==> config.mk <==
export PLATFORM = sky130hd
export DESIGN_NAME = dd_puf_scheduler
export DESIGN_NICKNAME = d
export VERILOG_FILES = /design/src/rtl/dd_puf_scheduler.sv
export SDC_FILE = /design/constraint.sdc
export NUM_CORES = 1
export LEC_CHECK = 0
export CORE_ASPECT_RATIO = 0.5
export CORE_UTILIZATION = 50
export DETAILED_ROUTE_END_ITERATION = 6
export PLACE_DENSITY = 0.82
export SYNTH_ARGS = -nofsm -noshare
export SYNTH_HDL_FRONTEND = slang
export SYNTH_SLANG_ARGS = --single-unit
export TNS_END_PERCENT = 10
==> constraint.sdc <==
create_clock -name CLK -period 12.2 [get_ports CLK]
set_input_delay 1.83 -clock CLK [delete_from_list [all_inputs] [get_ports CLK]]
set_output_delay 1.83 -clock CLK [all_outputs]
set_load 0.05 [all_outputs]
==> src/rtl/dd_puf_scheduler.sv <==
// dd_puf_scheduler: repeats one DD PUF challenge REPS times, keeps the first response
// and accumulates a per-bit instability mask. Define DD_SCHED_TIMEOUT_EN for the DONE timeout.
//
// state     | meaning
// ----------+-----------------------------------------------------------
// S_IDLE    | CODE_OUT=0, waiting for START
// S_ARM     | CODE_OUT=1, waiting for the controller DONE pulse
// S_RELEASE | CODE_OUT=0 for GAP_CYCLES cycles so the controller re-arms
// S_FINISH  | one-cycle VALID, popcount of the instability mask latched
module dd_puf_scheduler #(
  parameter int unsigned GAP_CYCLES = 4
`ifdef DD_SCHED_TIMEOUT_EN
  ,
  parameter int unsigned TIMEOUT_MARGIN = 16
`endif
) (
  input  logic         CLK,
  input  logic         RESET,
  input  logic         START,
  input  logic [7:0]   REPS,
  input  logic [15:0]  CNT_VAL,
  output logic [7:0]   CODE_OUT,
  output logic [15:0]  CNT_VAL_OUT,
  input  logic         DONE_IN,
  input  logic [127:0] PUF_IN,
  output logic         BUSY,
  output logic         VALID,
  output logic [127:0] RESP,
  output logic [127:0] UNSTABLE,
  output logic [7:0]   UNSTABLE_CNT,
  output logic         ERR
);

  typedef enum logic [1:0] {S_IDLE, S_ARM, S_RELEASE, S_FINISH} state_t;

  localparam logic [7:0] GAP_LOAD = 8'(GAP_CYCLES - 1);

  state_t         state_q, state_d;
  logic [7:0]     reps_q, reps_d;
  logic [7:0]     rep_idx_q, rep_idx_d;
  logic [7:0]     gap_q, gap_d;
  logic [15:0]    cnt_val_q, cnt_val_d;
  logic [127:0]   resp_q, resp_d;
  logic [127:0]   unstable_q, unstable_d;
  logic [7:0]     ucnt_q, ucnt_d;
  logic           busy_q, busy_d;
  logic [7:0]     code;
  logic           valid;
  logic [7:0]     popcnt;
`ifdef DD_SCHED_TIMEOUT_EN
  logic           err_q, err_d;
  logic [16:0]    tmo_q, tmo_d;
  logic [16:0]    tmo_limit;

  assign tmo_limit = {1'b0, cnt_val_q} + 17'(TIMEOUT_MARGIN);
`endif

  always_comb begin
    popcnt = '0;
    for (int i = 0; i < 128; i++) begin
      popcnt = popcnt + 8'(unstable_q[i]);
    end
  end

  always_comb begin
    state_d    = state_q;
    reps_d     = reps_q;
    rep_idx_d  = rep_idx_q;
    gap_d      = gap_q;
    cnt_val_d  = cnt_val_q;
    resp_d     = resp_q;
    unstable_d = unstable_q;
    ucnt_d     = ucnt_q;
    busy_d     = busy_q;
    code       = 8'd0;
    valid      = 1'b0;
`ifdef DD_SCHED_TIMEOUT_EN
    err_d      = err_q;
    tmo_d      = tmo_q;
`endif
    case (state_q)
      S_IDLE: begin
        if (START) begin
          reps_d     = (REPS == 8'd0) ? 8'd1 : REPS;
          cnt_val_d  = CNT_VAL;
          rep_idx_d  = 8'd0;
          unstable_d = '0;
          busy_d     = 1'b1;
          state_d    = S_ARM;
`ifdef DD_SCHED_TIMEOUT_EN
          err_d      = 1'b0;
          tmo_d      = '0;
`endif
        end
      end
      S_ARM: begin
        code = 8'd1;
        if (DONE_IN) begin
          if (rep_idx_q == 8'd0) begin
            resp_d     = PUF_IN;
            unstable_d = '0;
          end else begin
            unstable_d = unstable_q | (resp_q ^ PUF_IN);
          end
          rep_idx_d = rep_idx_q + 8'd1;
          gap_d     = GAP_LOAD;
          state_d   = S_RELEASE;
        end
`ifdef DD_SCHED_TIMEOUT_EN
        // DONE has priority over a timeout in the same cycle
        else if ((tmo_q + 17'd1) == tmo_limit) begin
          err_d   = 1'b1;
          state_d = S_FINISH;
        end else begin
          tmo_d = tmo_q + 17'd1;
        end
`endif
      end
      S_RELEASE: begin
        if (gap_q == 8'd0) begin
          state_d = (rep_idx_q == reps_q) ? S_FINISH : S_ARM;
`ifdef DD_SCHED_TIMEOUT_EN
          tmo_d   = '0;
`endif
        end else begin
          gap_d = gap_q - 8'd1;
        end
      end
      S_FINISH: begin
        ucnt_d  = popcnt;
        valid   = 1'b1;
        busy_d  = 1'b0;
        state_d = S_IDLE;
      end
      default: state_d = S_IDLE;
    endcase
  end

  always_ff @(posedge CLK or negedge RESET) begin
    if (!RESET) begin
      state_q    <= S_IDLE;
      reps_q     <= 8'd0;
      rep_idx_q  <= 8'd0;
      gap_q      <= 8'd0;
      cnt_val_q  <= 16'd0;
      resp_q     <= '0;
      unstable_q <= '0;
      ucnt_q     <= 8'd0;
      busy_q     <= 1'b0;
`ifdef DD_SCHED_TIMEOUT_EN
      err_q      <= 1'b0;
      tmo_q      <= '0;
`endif
    end else begin
      state_q    <= state_d;
      reps_q     <= reps_d;
      rep_idx_q  <= rep_idx_d;
      gap_q      <= gap_d;
      cnt_val_q  <= cnt_val_d;
      resp_q     <= resp_d;
      unstable_q <= unstable_d;
      ucnt_q     <= ucnt_d;
      busy_q     <= busy_d;
`ifdef DD_SCHED_TIMEOUT_EN
      err_q      <= err_d;
      tmo_q      <= tmo_d;
`endif
    end
  end

  assign CODE_OUT     = code;
  assign CNT_VAL_OUT  = cnt_val_q;
  assign BUSY         = busy_q;
  assign VALID        = valid;
  assign RESP         = resp_q;
  assign UNSTABLE     = unstable_q;
  assign UNSTABLE_CNT = ucnt_q;
`ifdef DD_SCHED_TIMEOUT_EN
  assign ERR          = err_q;
`else
  assign ERR          = 1'b0;
`endif

endmodule
== Word-level counts from Yosys, hierarchy flattened ==
Index checks and enable logic that the tools add are counted.
Word-level totals
  word-level logic and storage cells: 181
  register bits: 307
Operators by class
  bitwise gates (word level): 2
  $add $sub $neg: 129
  reduce and logical (&&, ||, !) cells: 13
  mux-type cells: 20
  equal/unequal tests: 8
Operators with widths (number)
  8-bit by 1-bit adder with 8-bit output: 120
  128-bit 2-to-1 mux: 3
  128-bit one-hot mux with 2 select lines: 1
  128-bit bitwise OR: 1
  128-bit bitwise XOR: 1
  8-bit 2-to-1 mux: 5
  8-bit one-hot mux with 2 select lines: 2
  8-bit zero test: 3
  3-bit AND reduction: 4
  7-bit by 1-bit adder with 8-bit output: 1
  8-bit by 1-bit adder with 8-bit output (second input constant): 1
  8-bit == test: 1
  2-bit 2-to-1 mux: 4
  2-bit != test (second input constant): 4
  2-bit one-hot mux with 4 select lines: 1
  8-bit by 1-bit subtractor with 8-bit output (second input constant): 1
  6-bit by 1-bit adder with 7-bit output: 1
  5-bit by 1-bit adder with 6-bit output: 1
  2-bit nonzero test: 3
  4-bit by 1-bit adder with 5-bit output: 1
  3-bit by 1-bit adder with 4-bit output: 1
  2-bit == test (second input constant): 2
  2-bit AND reduction: 2
  2-bit by 1-bit adder with 3-bit output: 1
  other kinds (5): 7

== Logic depth before layout (Yosys ltp) ==
  word-level depth: 127
  depth in mapped cells: 23
  gate-level depth less buffers: 23

== Least setup slack after synthesis ==
Ideal clock, no wire load.
  path kind: flip-flop to flip-flop
  start: register unstable_q[35] (netlist: UNSTABLE[35])
  end: register ucnt_q[6] (netlist: UNSTABLE_CNT[6])
  arrival time: 6.935 ns
  period minus slack after synthesis: 7.070 ns
  path slack: 5.130 ns
  stages on the path, launching flop included: 23
  setup time: 0.135 ns
  cells stage by stage: dfrtp_1 inv_1 fa_1 inv_1 fa_1 inv_1 fa_1 inv_1 fa_1 inv_1 fa_1 fa_1 fa_1 fa_1 fa_1 fa_1 inv_1 ha_1 fa_1 a211oi_1 o21bai_1 nand4b_1 o211ai_1
On the way
  longest elaborated chain between the ends: 93
RTL lines
  start, declared: line 44  | logic [127:0] unstable_q, unstable_d;
  start signal, assigned: line 161  | unstable_q <= unstable_d;
  8-bit by 1-bit adder with 8-bit output (93 in a row): line 61  | popcnt = popcnt + 8'(unstable_q[i]);
  end signal, assigned: line 162  | ucnt_q <= ucnt_d;
  end, declared: line 45  | logic [7:0] ucnt_q, ucnt_d;
Every way passes these cells.
A chain may end at the register's enable or synchronous reset.

== Final worst setup path ==
  start: register unstable_q[95] (netlist: UNSTABLE[95])
  end: register ucnt_q[6] (netlist: UNSTABLE_CNT[6])
On the way
  longest elaborated chain between the ends: 33
RTL lines (line)
  8-bit by 1-bit adder with 8-bit output (33 in a row): 61
Every way passes these cells.

==> flow_metrics.env <==
export IMPL_slew_headroom_pct=15.93
export IMPL_placed_area_um2=21410
export IMPL_synthTopCellsByArea="dfrtp_1, fa_1, mux2_4, xor2_1, inv_1"
export IMPL_clock_skew_ns=0.01648
export IMPL_r2r_cells=20
export IMPL_io_pins=447
export IMPL_synthMuxAreaShare_pct=13.21
export IMPL_postCtsHoldBufs=0
export IMPL_area_growth_pct=33.64
export IMPL_netlist_area_um2=16750
export IMPL_ctsHtreeMaxLevel=1
export IMPL_worst_r2r_endpoint="UNSTABLE_CNT[6]"
export IMPL_overflow=0
export IMPL_synth_top_area_share_pct=45.86
export IMPL_startpoint_type="flop"
export IMPL_rsz0062_at_grt="no"
export IMPL_core_um2=32290
export IMPL_fin_crit_sh_pct=59.73
export IMPL_first_global_vias=12170
export IMPL_fmax_mhz=137.2
export IMPL_dieArea_um2=34290
export IMPL_drt_pass1_iterations=7
export IMPL_ys_types=50
export IMPL_ys_flop_type="dfrtp_1"
export IMPL_synth_top_cells_by_count="dfrtp_1, inv_1, nor2_1"
export IMPL_synth_xor_area_share_pct=7.371
export IMPL_wl_per_cell_um=19.72
export IMPL_worst_pin_slew_ns=1.258
export IMPL_yosysMostFrequentCell="dfrtp_1"
export IMPL_final_fill_count=2279
export IMPL_grt_busiest_layer="met2"
export IMPL_row_count=46
export IMPL_dp_hpwl_um=33510
export IMPL_setup_violations=0
export IMPL_synth_top_family_by_area="adder cells"
export IMPL_cp_data_required_time_ns=12.63
export IMPL_met2_usage_pct=45.24
export IMPL_drv_cap=0
export IMPL_syn_inst=1380
export IMPL_crit_fanout=3
export IMPL_cts_sinks=307
export IMPL_crit_path_end_kind="flop"
export IMPL_grtUsageMet1_pct=35.48
export IMPL_worstReg2RegStart="UNSTABLE[95]"
export IMPL_rrSetupSlack_ns=4.91
export IMPL_grt_max_degree=84
export IMPL_status="finished, violations left"
export IMPL_remaining_drc_errors=10
export IMPL_ys_ff_latch=307
export IMPL_synth_compound_area_share_pct=5.459
export IMPL_ant_nets=0
export IMPL_min_to="UNSTABLE_CNT[2]"
export IMPL_first_iter_violations=695
export IMPL_ys_seq_area_share_pct=45.86
export IMPL_drt_total_wl_um=44570
export IMPL_diodes=0
export IMPL_violations="DRC"
export IMPL_antenna_found_initial=0
export IMPL_place_congestion=0.8525
export IMPL_min_path_type="flop to flop"
export IMPL_clockBufferDepth=3
export IMPL_whs_path_depth=2
export IMPL_chipHeight_um=131.4
export IMPL_fin_cells=2260
export IMPL_cp_arrival_ns=7.71
export IMPL_synth_edf_count=0
export IMPL_synthArstFlopShare_pct=100.0
export IMPL_post_route_min_period_ns=7.287
export IMPL_pre_cts_ws_ns=4.981
export IMPL_final_setup_tns_ns=0
export IMPL_cts_buffers=30
export IMPL_crit_start="UNSTABLE[95]"
export IMPL_dp_cells=2208
export IMPL_viasPerCell=5.031
export IMPL_floorplan_initialDensity_pct=51.89
export IMPL_synth_top_area_cell="dfrtp_1"
export IMPL_cts_tree="done"
export IMPL_grtUsageMet3_pct=2.874
export IMPL_critical_path_class="flop to flop"
export IMPL_portBuffers=438
export IMPL_fin_nets=2108
export IMPL_drive_gt1_share_pct=11.98
export IMPL_yosys_area_share_simple_pct=5.250
export IMPL_grt_first_pass_wirelength_um=70020
export IMPL_yosys_warnings=0
export IMPL_grt_use_total_pct=26.22
export IMPL_hold_start="UNSTABLE_CNT[2]"
export IMPL_clk_latency_ns=0.57
export IMPL_clk_transition_reported_paths_ns=0.07
export IMPL_synth_fa_ha_area_share_pct=15.91
export IMPL_final_hold_viol_count=0
export IMPL_ctsResizeCount=0
export IMPL_design_area_um2=22390
export IMPL_root_buffer="clkbuf_16"
export IMPL_via_count=11370
export IMPL_slew_violations=0
export IMPL_syn_avg_cell_area_um2=12.14
export IMPL_die_w_um=260.9
export IMPL_fin_ws_ns=4.913
export IMPL_cts_setup_buffers=0
layer usage:
layer  routed length, um  vias up
met3                1422       73
met2               22620      243
met4                1141        0
met5                   0        -
met1               19390     5827
li1                    -     5226
cell type report:
class	instances	area, um^2	area share (%)
Multi-Input combinational cell	819	7969	35.59
Sequential cell	307	7682	34.31
Timing Repair Buffer	447	4457	19.91
Clock buffer	37	838.3	3.744
Inverter	203	762.0	3.403
Tap cell	432	540.5	2.414
Clock inverter	15	140.1	0.6259
logic make-up (layout without fill, tap and decap cells):
family / Yosys count / count (layout)
AOI/OAI and AO/OA: 170 / 170
xor gates and xnor gates: 141 / 141
adders and majority gates: 144 / 144
buffers and inverters: 261 / 702
DFF: 307 / 307
muxes: 157 / 157
other: 1 / 8
and+or+nand+nor: 199 / 199
critical path, stage by stage, from the launching register on:
cell and delay [ns]:
dfrtp_1 0.41, fa_1 0.54, inv_1 0.06, fa_1 0.49, fa_1 0.65, inv_1 0.10
fa_1 0.50, inv_1 0.06, fa_1 0.52, fa_1 0.43, fa_1 0.53, fa_1 0.43
fa_1 0.47, fa_1 0.50, inv_1 0.04, ha_1 0.22, fa_1 0.50, a211oi_1 0.30
o21bai_1 0.16, nand4b_1 0.12, o211ai_1 0.10
metrics by stage:
stage               hold WS [ns]  util, %
finish                    0.5019    69.34
global route              0.5213    69.34
CTS                       0.5005    69.34
detailed placement        0.4862    66.31
global placement          0.4673    66.31
floorplan                 0.4688        -
placed cells by master, fill, tap and decap left out, types with 2 or more instances in the layout:
| master | synthesis | final |
|---|---|---|
| o31ai_1 | 2 | 2 |
| clkdlybuf4s50_1 | 0 | 437 |
| nand4b_1 | 2 | 2 |
| mux2i_1 | 4 | 4 |
| mux2_4 | 120 | 120 |
| bufinv_16 | 0 | 2 |
| nand2_1 | 15 | 15 |
| ha_1 | 29 | 29 |
| clkinvlp_4 | 0 | 2 |
| xor2_1 | 134 | 134 |
| nor3b_1 | 2 | 2 |
| and3_1 | 2 | 2 |
| buf_4 | 15 | 9 |
| and3b_1 | 2 | 2 |
| a21oi_1 | 136 | 135 |
| or3_1 | 3 | 3 |
| nor3_1 | 8 | 8 |
| clkbuf_1 | 4 | 2 |
| xnor2_1 | 7 | 7 |
| clkbuf_8 | 0 | 4 |
| o21bai_1 | 3 | 3 |
| conb_1 | 1 | 8 |
| mux2_2 | 33 | 33 |
| clkbuf_16 | 0 | 31 |
| o21ai_0 | 11 | 11 |
| nand3_1 | 5 | 4 |
| a211oi_1 | 7 | 7 |
| nand3b_1 | 3 | 3 |
| a21o_1 | 3 | 3 |
| dfrtp_1 | 307 | 307 |
| fa_1 | 115 | 115 |
| nor2_1 | 143 | 142 |
| inv_1 | 202 | 202 |
| nor4_1 | 3 | 3 |
| o21a_1 | 2 | 2 |
| clkinv_2 | 0 | 9 |
sequential cells by signal, indices dropped and copies added, names as in the netlist:
name and cells:
BUSY 1, CNT_VAL_OUT 16, RESP 128, UNSTABLE 128, UNSTABLE_CNT 8, gap_q 8, rep_idx_q 8, reps_q 8
state_q 2
worst max-delay path by stage:
stage,end,depth (start not counted)
floorplan,UNSTABLE_CNT[6],22
global placement,UNSTABLE_CNT[6],22
detailed placement,UNSTABLE_CNT[6],22
CTS,UNSTABLE_CNT[6],22
global route,UNSTABLE_CNT[6],20
finish,UNSTABLE_CNT[6],20
Power is not shown: default switching activity piles up to over one toggle a cycle in this logic, so the estimate is an artifact.
==> RTL change 1, RTL diff (same flow settings) <==
The 4 states of `state_t` get a Gray code encoding in 2 bits.
--- a/src/rtl/dd_puf_scheduler.sv
+++ b/src/rtl/dd_puf_scheduler.sv
@@ -31,7 +31,7 @@
   output logic         ERR
 );
 
-  typedef enum logic [1:0] {S_IDLE, S_ARM, S_RELEASE, S_FINISH} state_t;
+  typedef enum logic [1:0] {S_IDLE = 2'b00, S_ARM = 2'b01, S_RELEASE = 2'b11, S_FINISH = 2'b10} state_t;
 
   localparam logic [7:0] GAP_LOAD = 8'(GAP_CYCLES - 1);
 
Behaviour: no difference found for any inputs over 4 cycles, from zero or initial values and one cycle with RESET low; so few cycles prove little.
==> RTL change 1 against the original RTL <==
Synthesized area fell by 2.9%. Cell area shrank 1.8%. Sequential share of layout area increased by 0.62 points. Count of clock-buffer cells in the layout fell by 1. Global-route usage is 0.38 points higher. Critical endpoint unchanged. Setup slack improved by 0.14 ns. Sequential cell count unchanged. Wire length is 0.93% lower.
Power is not shown: default switching activity piles up to over one toggle a cycle in this logic, so the estimate is an artifact.
==> RTL change 1: results (changes against the original RTL) <==
==========================================================================================
Length of the first detailed-routing pass in iterations                                  5   was 7
Fraction of the mapped netlist area in compound gates                                5.81%   was 5.46%
Buffers from clock root to sink, at most                                                 3   unchanged
Pre-CTS setup slack                                                                5.09 ns   was 4.98 ns
Total global-route track usage                                                       26.6%   was 26.2%
Skew final                                                                       0.0240 ns   was 0.0165 ns
Ratio of routed vias to standard cells                                                5.03   about the same
Post-Synth XOR/XNOR Area                                                             7.59%   was 7.37%
Ranking of synthesized cells by area                                          sky130_fd_sc_hd__dfrtp_1, sky130_fd_sc_hd__fa_1, sky130_fd_sc_hd__mux2_2   was sky130_fd_sc_hd__dfrtp_1, sky130_fd_sc_hd__fa_1, sky130_fd_sc_hd__mux2_4
Antenna violations before repair                                                         1   was 0
Share of the yosys chip area belonging to registers                                  47.2%   was 45.9%
Mean instance size in the synthesized netlist                                   11.7 sq um   was 12.1 sq um
Final net count                                                                       2110   was 2108
Share of synthesized cell area in full adder, half adder and majority cells          16.4%   was 15.9%
Routed wire per std cell                                                           19.5 um   was 19.7 um
Final Wtd Congestion                                                                 0.857   was 0.853
Final-layout fill cell count                                                          2330   was 2279
Leading post-synthesis cells by instance count                                sky130_fd_sc_hd__dfrtp_1, sky130_fd_sc_hd__inv_1, sky130_fd_sc_hd__mux2_2   was sky130_fd_sc_hd__dfrtp_1, sky130_fd_sc_hd__inv_1, sky130_fd_sc_hd__nor2_1
Half-perimeter wire length of the detailed placement result                        33.1 mm   was 33.5 mm
Vias in the first global route                                                       12100   was 12200
Critical path arrival                                                              7.58 ns   was 7.71 ns
Headroom to the max-slew limit                                                       31.7%   was 15.9%
Placed instance count                                                                 2211   was 2208
Multiplexer share of the synthesized area                                            10.7%   was 13.2%
Status                                                                        finished, final reports clean   was finished, violations left
Fin cells                                                                             2266   was 2260
Fraction of layout instances using a drive strength above 1                          12.1%   was 12.0%
Number of clock buffers inserted by TritonCTS                                           29   was 30
==========================================================================================
-- RTL change 1: cell types whose count changed after synthesis, sizes merged, moves of 4 or more --
cell / delta
buf: -6
clkbuf: +8
inv: +4
nand2: +4
xnor2: -4
xor2: +4
-- RTL change 1: worst max-delay path: stages, from the launching register on --
cell                       delay, ns
sky130_fd_sc_hd__dfrtp_1        0.41
sky130_fd_sc_hd__fa_1           0.54
sky130_fd_sc_hd__inv_1          0.05
sky130_fd_sc_hd__fa_1           0.49
sky130_fd_sc_hd__inv_1          0.05
sky130_fd_sc_hd__fa_1           0.49
sky130_fd_sc_hd__inv_1          0.06
sky130_fd_sc_hd__fa_1           0.51
sky130_fd_sc_hd__inv_1          0.07
sky130_fd_sc_hd__fa_1           0.48
sky130_fd_sc_hd__inv_1          0.05
sky130_fd_sc_hd__fa_1           0.52
sky130_fd_sc_hd__fa_1           0.43
sky130_fd_sc_hd__fa_1           0.51
sky130_fd_sc_hd__fa_1           0.43
sky130_fd_sc_hd__fa_1           0.49
sky130_fd_sc_hd__inv_1          0.04
sky130_fd_sc_hd__ha_1           0.23
sky130_fd_sc_hd__fa_1           0.50
sky130_fd_sc_hd__a211oi_1       0.29
sky130_fd_sc_hd__o21bai_1       0.13
sky130_fd_sc_hd__mux2i_1        0.15
sky130_fd_sc_hd__nand2_1        0.07
-- RTL change 1: stage by stage --
stage / util [%] / instance area, sq um
6_report: 69.1 / 22000
5_1_grt: 69.1 / 22000
4_1_cts: 69.1 / 22000
3_5_place_dp: 65.9 / 21000
3_3_place_gp: 65.9 / 21000
2_1_floorplan: - / 16300
-- RTL change 1: worst paths after layout --
kind,from,slack (ns),cells past startpoint,to
max in group asynchronous,RESET,8.77,3,RESP[79]
hold reg to reg,UNSTABLE_CNT[2],0.49,2,UNSTABLE_CNT[2]
setup reg to reg,UNSTABLE[59],5.05,22,UNSTABLE_CNT[6]
hold / removal,UNSTABLE_CNT[2],0.49,2,UNSTABLE_CNT[2]
min in group asynchronous,RESET,1.30,1,RESP[18]
setup / recovery,UNSTABLE[59],5.05,22,UNSTABLE_CNT[6]
-- RTL change 1: cell type report --
cell class / instances / area share (%)
diodes: 1 / 0.0114
clock buffers: 36 / 3.60
clock inverters: 18 / 0.984
inverters: 206 / 3.52
multi-input cells: 819 / 34.2
flip-flops and latches: 307 / 34.9
well taps: 432 / 2.46
repair buffers: 447 / 20.3
-- RTL change 1: layer usage --
metal  share of wire, %  vias up  global-route usage (%)
li1                   -     5254                       -
met1                 41     5796                    33.3
met2                 52      265                    47.6
met3                3.6       92                    3.95
met4                3.7        0                    9.42
met5                  0        -                       0
==> RTL change 2, RTL diff (same flow settings) <==
Made on the original files. Add a define of `DD_SCHED_TIMEOUT_EN`.
--- a/src/rtl/dd_puf_scheduler.sv
+++ b/src/rtl/dd_puf_scheduler.sv
@@ -7,6 +7,8 @@
 // S_ARM     | CODE_OUT=1, waiting for the controller DONE pulse
 // S_RELEASE | CODE_OUT=0 for GAP_CYCLES cycles so the controller re-arms
 // S_FINISH  | one-cycle VALID, popcount of the instability mask latched
+`define DD_SCHED_TIMEOUT_EN
+
 module dd_puf_scheduler #(
   parameter int unsigned GAP_CYCLES = 4
 `ifdef DD_SCHED_TIMEOUT_EN
Formal check against the unedited RTL: same outputs for any inputs over 4 cycles, from zero or initial values and one cycle with RESET low; that may be too few to reach the edited logic, so the function may still have changed.
==> RTL change 2 against the original RTL <==
Sequential cell count increased by 18. Clock skew increased by 0.013 ns. Final cell count increased by 9.6%. Wire length increased by 12%. Cell area increased by 5.3%. Non-clock buffer count increased by 1. Setup slack got worse by 0.014 ns. Synthesized area increased by 5.6%. Highest routed layer is now met5.
Power is not shown: default switching activity piles up to over one toggle a cycle in this logic, so the estimate is an artifact.
==> RTL change 2: results (changes against the original RTL) <==
===========================================================================
Status                                                         finished, final reports clean   was finished, violations left
Ranking of synthesized cells by area                           sky130_fd_sc_hd__dfrtp_1, sky130_fd_sc_hd__fa_1, sky130_fd_sc_hd__mux2_2   was sky130_fd_sc_hd__dfrtp_1, sky130_fd_sc_hd__fa_1, sky130_fd_sc_hd__mux2_4
Headroom to the max-slew limit                                        30.5%   was 15.9%
Detailed Route Iter0 Violations                                         952   was 695
Beginning of the critical path                                 UNSTABLE[77]   was UNSTABLE[95]
Total inserted antenna cells                                              0   unchanged
Routed WL                                                           49.9 mm   was 44.6 mm
Skew final                                                        0.0294 ns   was 0.0165 ns
Flip-flop cell with the highest count after synthesis          sky130_fd_sc_hd__dfrtp_1   unchanged
Insertion delay to the later sink of the worst-skew pair            0.59 ns   was 0.57 ns
Library cells used by synthesis                                          58   was 50
Final-layout fill cell count                                           2562   was 2279
GRT met2 Usage                                                        48.5%   was 45.2%
Length of the first detailed-routing pass in iterations                   5   was 7
Maximum number of pins on one net before global-route repair            104   was 84
Fraction of layout instances using a drive strength above 1           11.3%   was 12.0%
Final Wtd Congestion                                                  0.865   was 0.853
M1 GR Usage                                                           34.2%   was 35.5%
Share of the yosys chip area belonging to registers                   46.0%   was 45.9%
Hold wc startpoint                                                     BUSY   was UNSTABLE_CNT[2]
Critical path arrival                                               7.77 ns   was 7.71 ns
Type of the tightest min-delay check                             reg -> reg   unchanged
Leading post-synthesis cells by instance count                 sky130_fd_sc_hd__dfrtp_1, sky130_fd_sc_hd__inv_1, sky130_fd_sc_hd__nor2_1   unchanged
Buffers from clock root to sink, at most                                  3   unchanged
Final net count                                                        2281   was 2108
Number of clock buffers inserted by TritonCTS                            31   was 30
Pre-CTS setup slack                                                 4.97 ns   was 4.98 ns
Vias in the first global route                                        13500   was 12200
Biggest cell delay along the critical path                          0.60 ns   was 0.65 ns
Number of buffers inserted by port buffering                            439   was 438
Half-perimeter wire length of the detailed placement result         36.8 mm   was 33.5 mm
Antenna violations before repair                                          1   was 0
Ratio of routed vias to standard cells                                 5.20   was 5.03
Total global-route track usage                                        27.7%   was 26.2%
First-pass GRT wire length                                          76.7 mm   was 70.0 mm
===========================================================================
RTL change 2: cell types whose count changed after synthesis, moves of 8 or more:
| cell | change |
|---|---|
| sky130_fd_sc_hd__a21oi_1 | +10 |
| sky130_fd_sc_hd__buf_2 | -17 |
| sky130_fd_sc_hd__buf_6 | -11 |
| sky130_fd_sc_hd__clkbuf_1 | +46 |
| sky130_fd_sc_hd__dfrtp_1 | +18 |
| sky130_fd_sc_hd__inv_1 | -22 |
| sky130_fd_sc_hd__mux2_2 | +118 |
| sky130_fd_sc_hd__mux2_4 | -120 |
| sky130_fd_sc_hd__nand2_1 | +23 |
| sky130_fd_sc_hd__nand3_1 | +28 |
| sky130_fd_sc_hd__nor2_1 | +27 |
| sky130_fd_sc_hd__o21ai_0 | +8 |
| sky130_fd_sc_hd__xnor2_1 | +35 |
| sky130_fd_sc_hd__xor2_1 | +13 |
RTL change 2: layout make-up:
cell class	instances	area (sq um)	area share, %
Sequential cell	325	8130	34.5
Clock inverter	14	233	0.987
Tap cell	475	594	2.52
Clock buffer	42	867	3.68
Timing Repair Buffer	448	4470	19.0
Multi-Input combinational cell	992	8590	36.5
Inverter	181	681	2.89
RTL change 2: cells by family (layout without fill, tap and decap cells):
group,count (synthesis),after routing,share of synthesized area (%)
XOR/XNOR,190,190,9.48
buffers and inverters,256,685,5.74
adder cells (fa/ha/maj),146,146,15.2
multiplexers,151,151,9.61
AND/OR/NAND/NOR,300,300,7.63
AO/OA/AOI/OAI,198,198,6.34
other,1,7,0.0212
flip-flops,325,325,46.0
RTL change 2: path summary, 6_finish.rpt:
path,endpoint,slack (ns),cells past startpoint
setup / recovery,UNSTABLE_CNT[7],4.90,24
hold / removal,BUSY,0.48,2
setup reg to reg,UNSTABLE_CNT[7],4.90,24
hold reg to reg,BUSY,0.48,2
max in group asynchronous,RESP[95],9.32,2
min in group asynchronous,RESP[7],1.33,1
RTL change 2: per-stage QoR:
step / cell area [sq um] / util [%] / instances / hold slack, ns
5_1_grt: 23600 / 68.0 / 2477 / 0.509
3_3_place_gp: 22500 / 64.8 / 2421 / 0.462
6_report: 23600 / 68.0 / 2477 / 0.479
2_1_floorplan: 17700 / - / 1573 / 0.462
3_5_place_dp: 22500 / 64.8 / 2421 / 0.469
4_1_cts: 23600 / 68.0 / 2477 / 0.485
RTL change 2: critical path, delay by kind of cell, from the launching register on:
family,cells,cell delay (ns)
AOI/OAI and AO/OA,6,0.96
adders and majority gates,11,5.40
DFF,1,0.38
buffers and inverters,6,0.36
and+or+nand+nor,1,0.07
RTL change 2: layer usage:
metal  up-vias  routed length [um]  share of wire [%]
li1       5869                   -                  -
met1      6515               19700                 39
met2       356               25700                 51
met3       131                2320                4.6
met4         2                2210                4.4
met5         -                  12              0.024
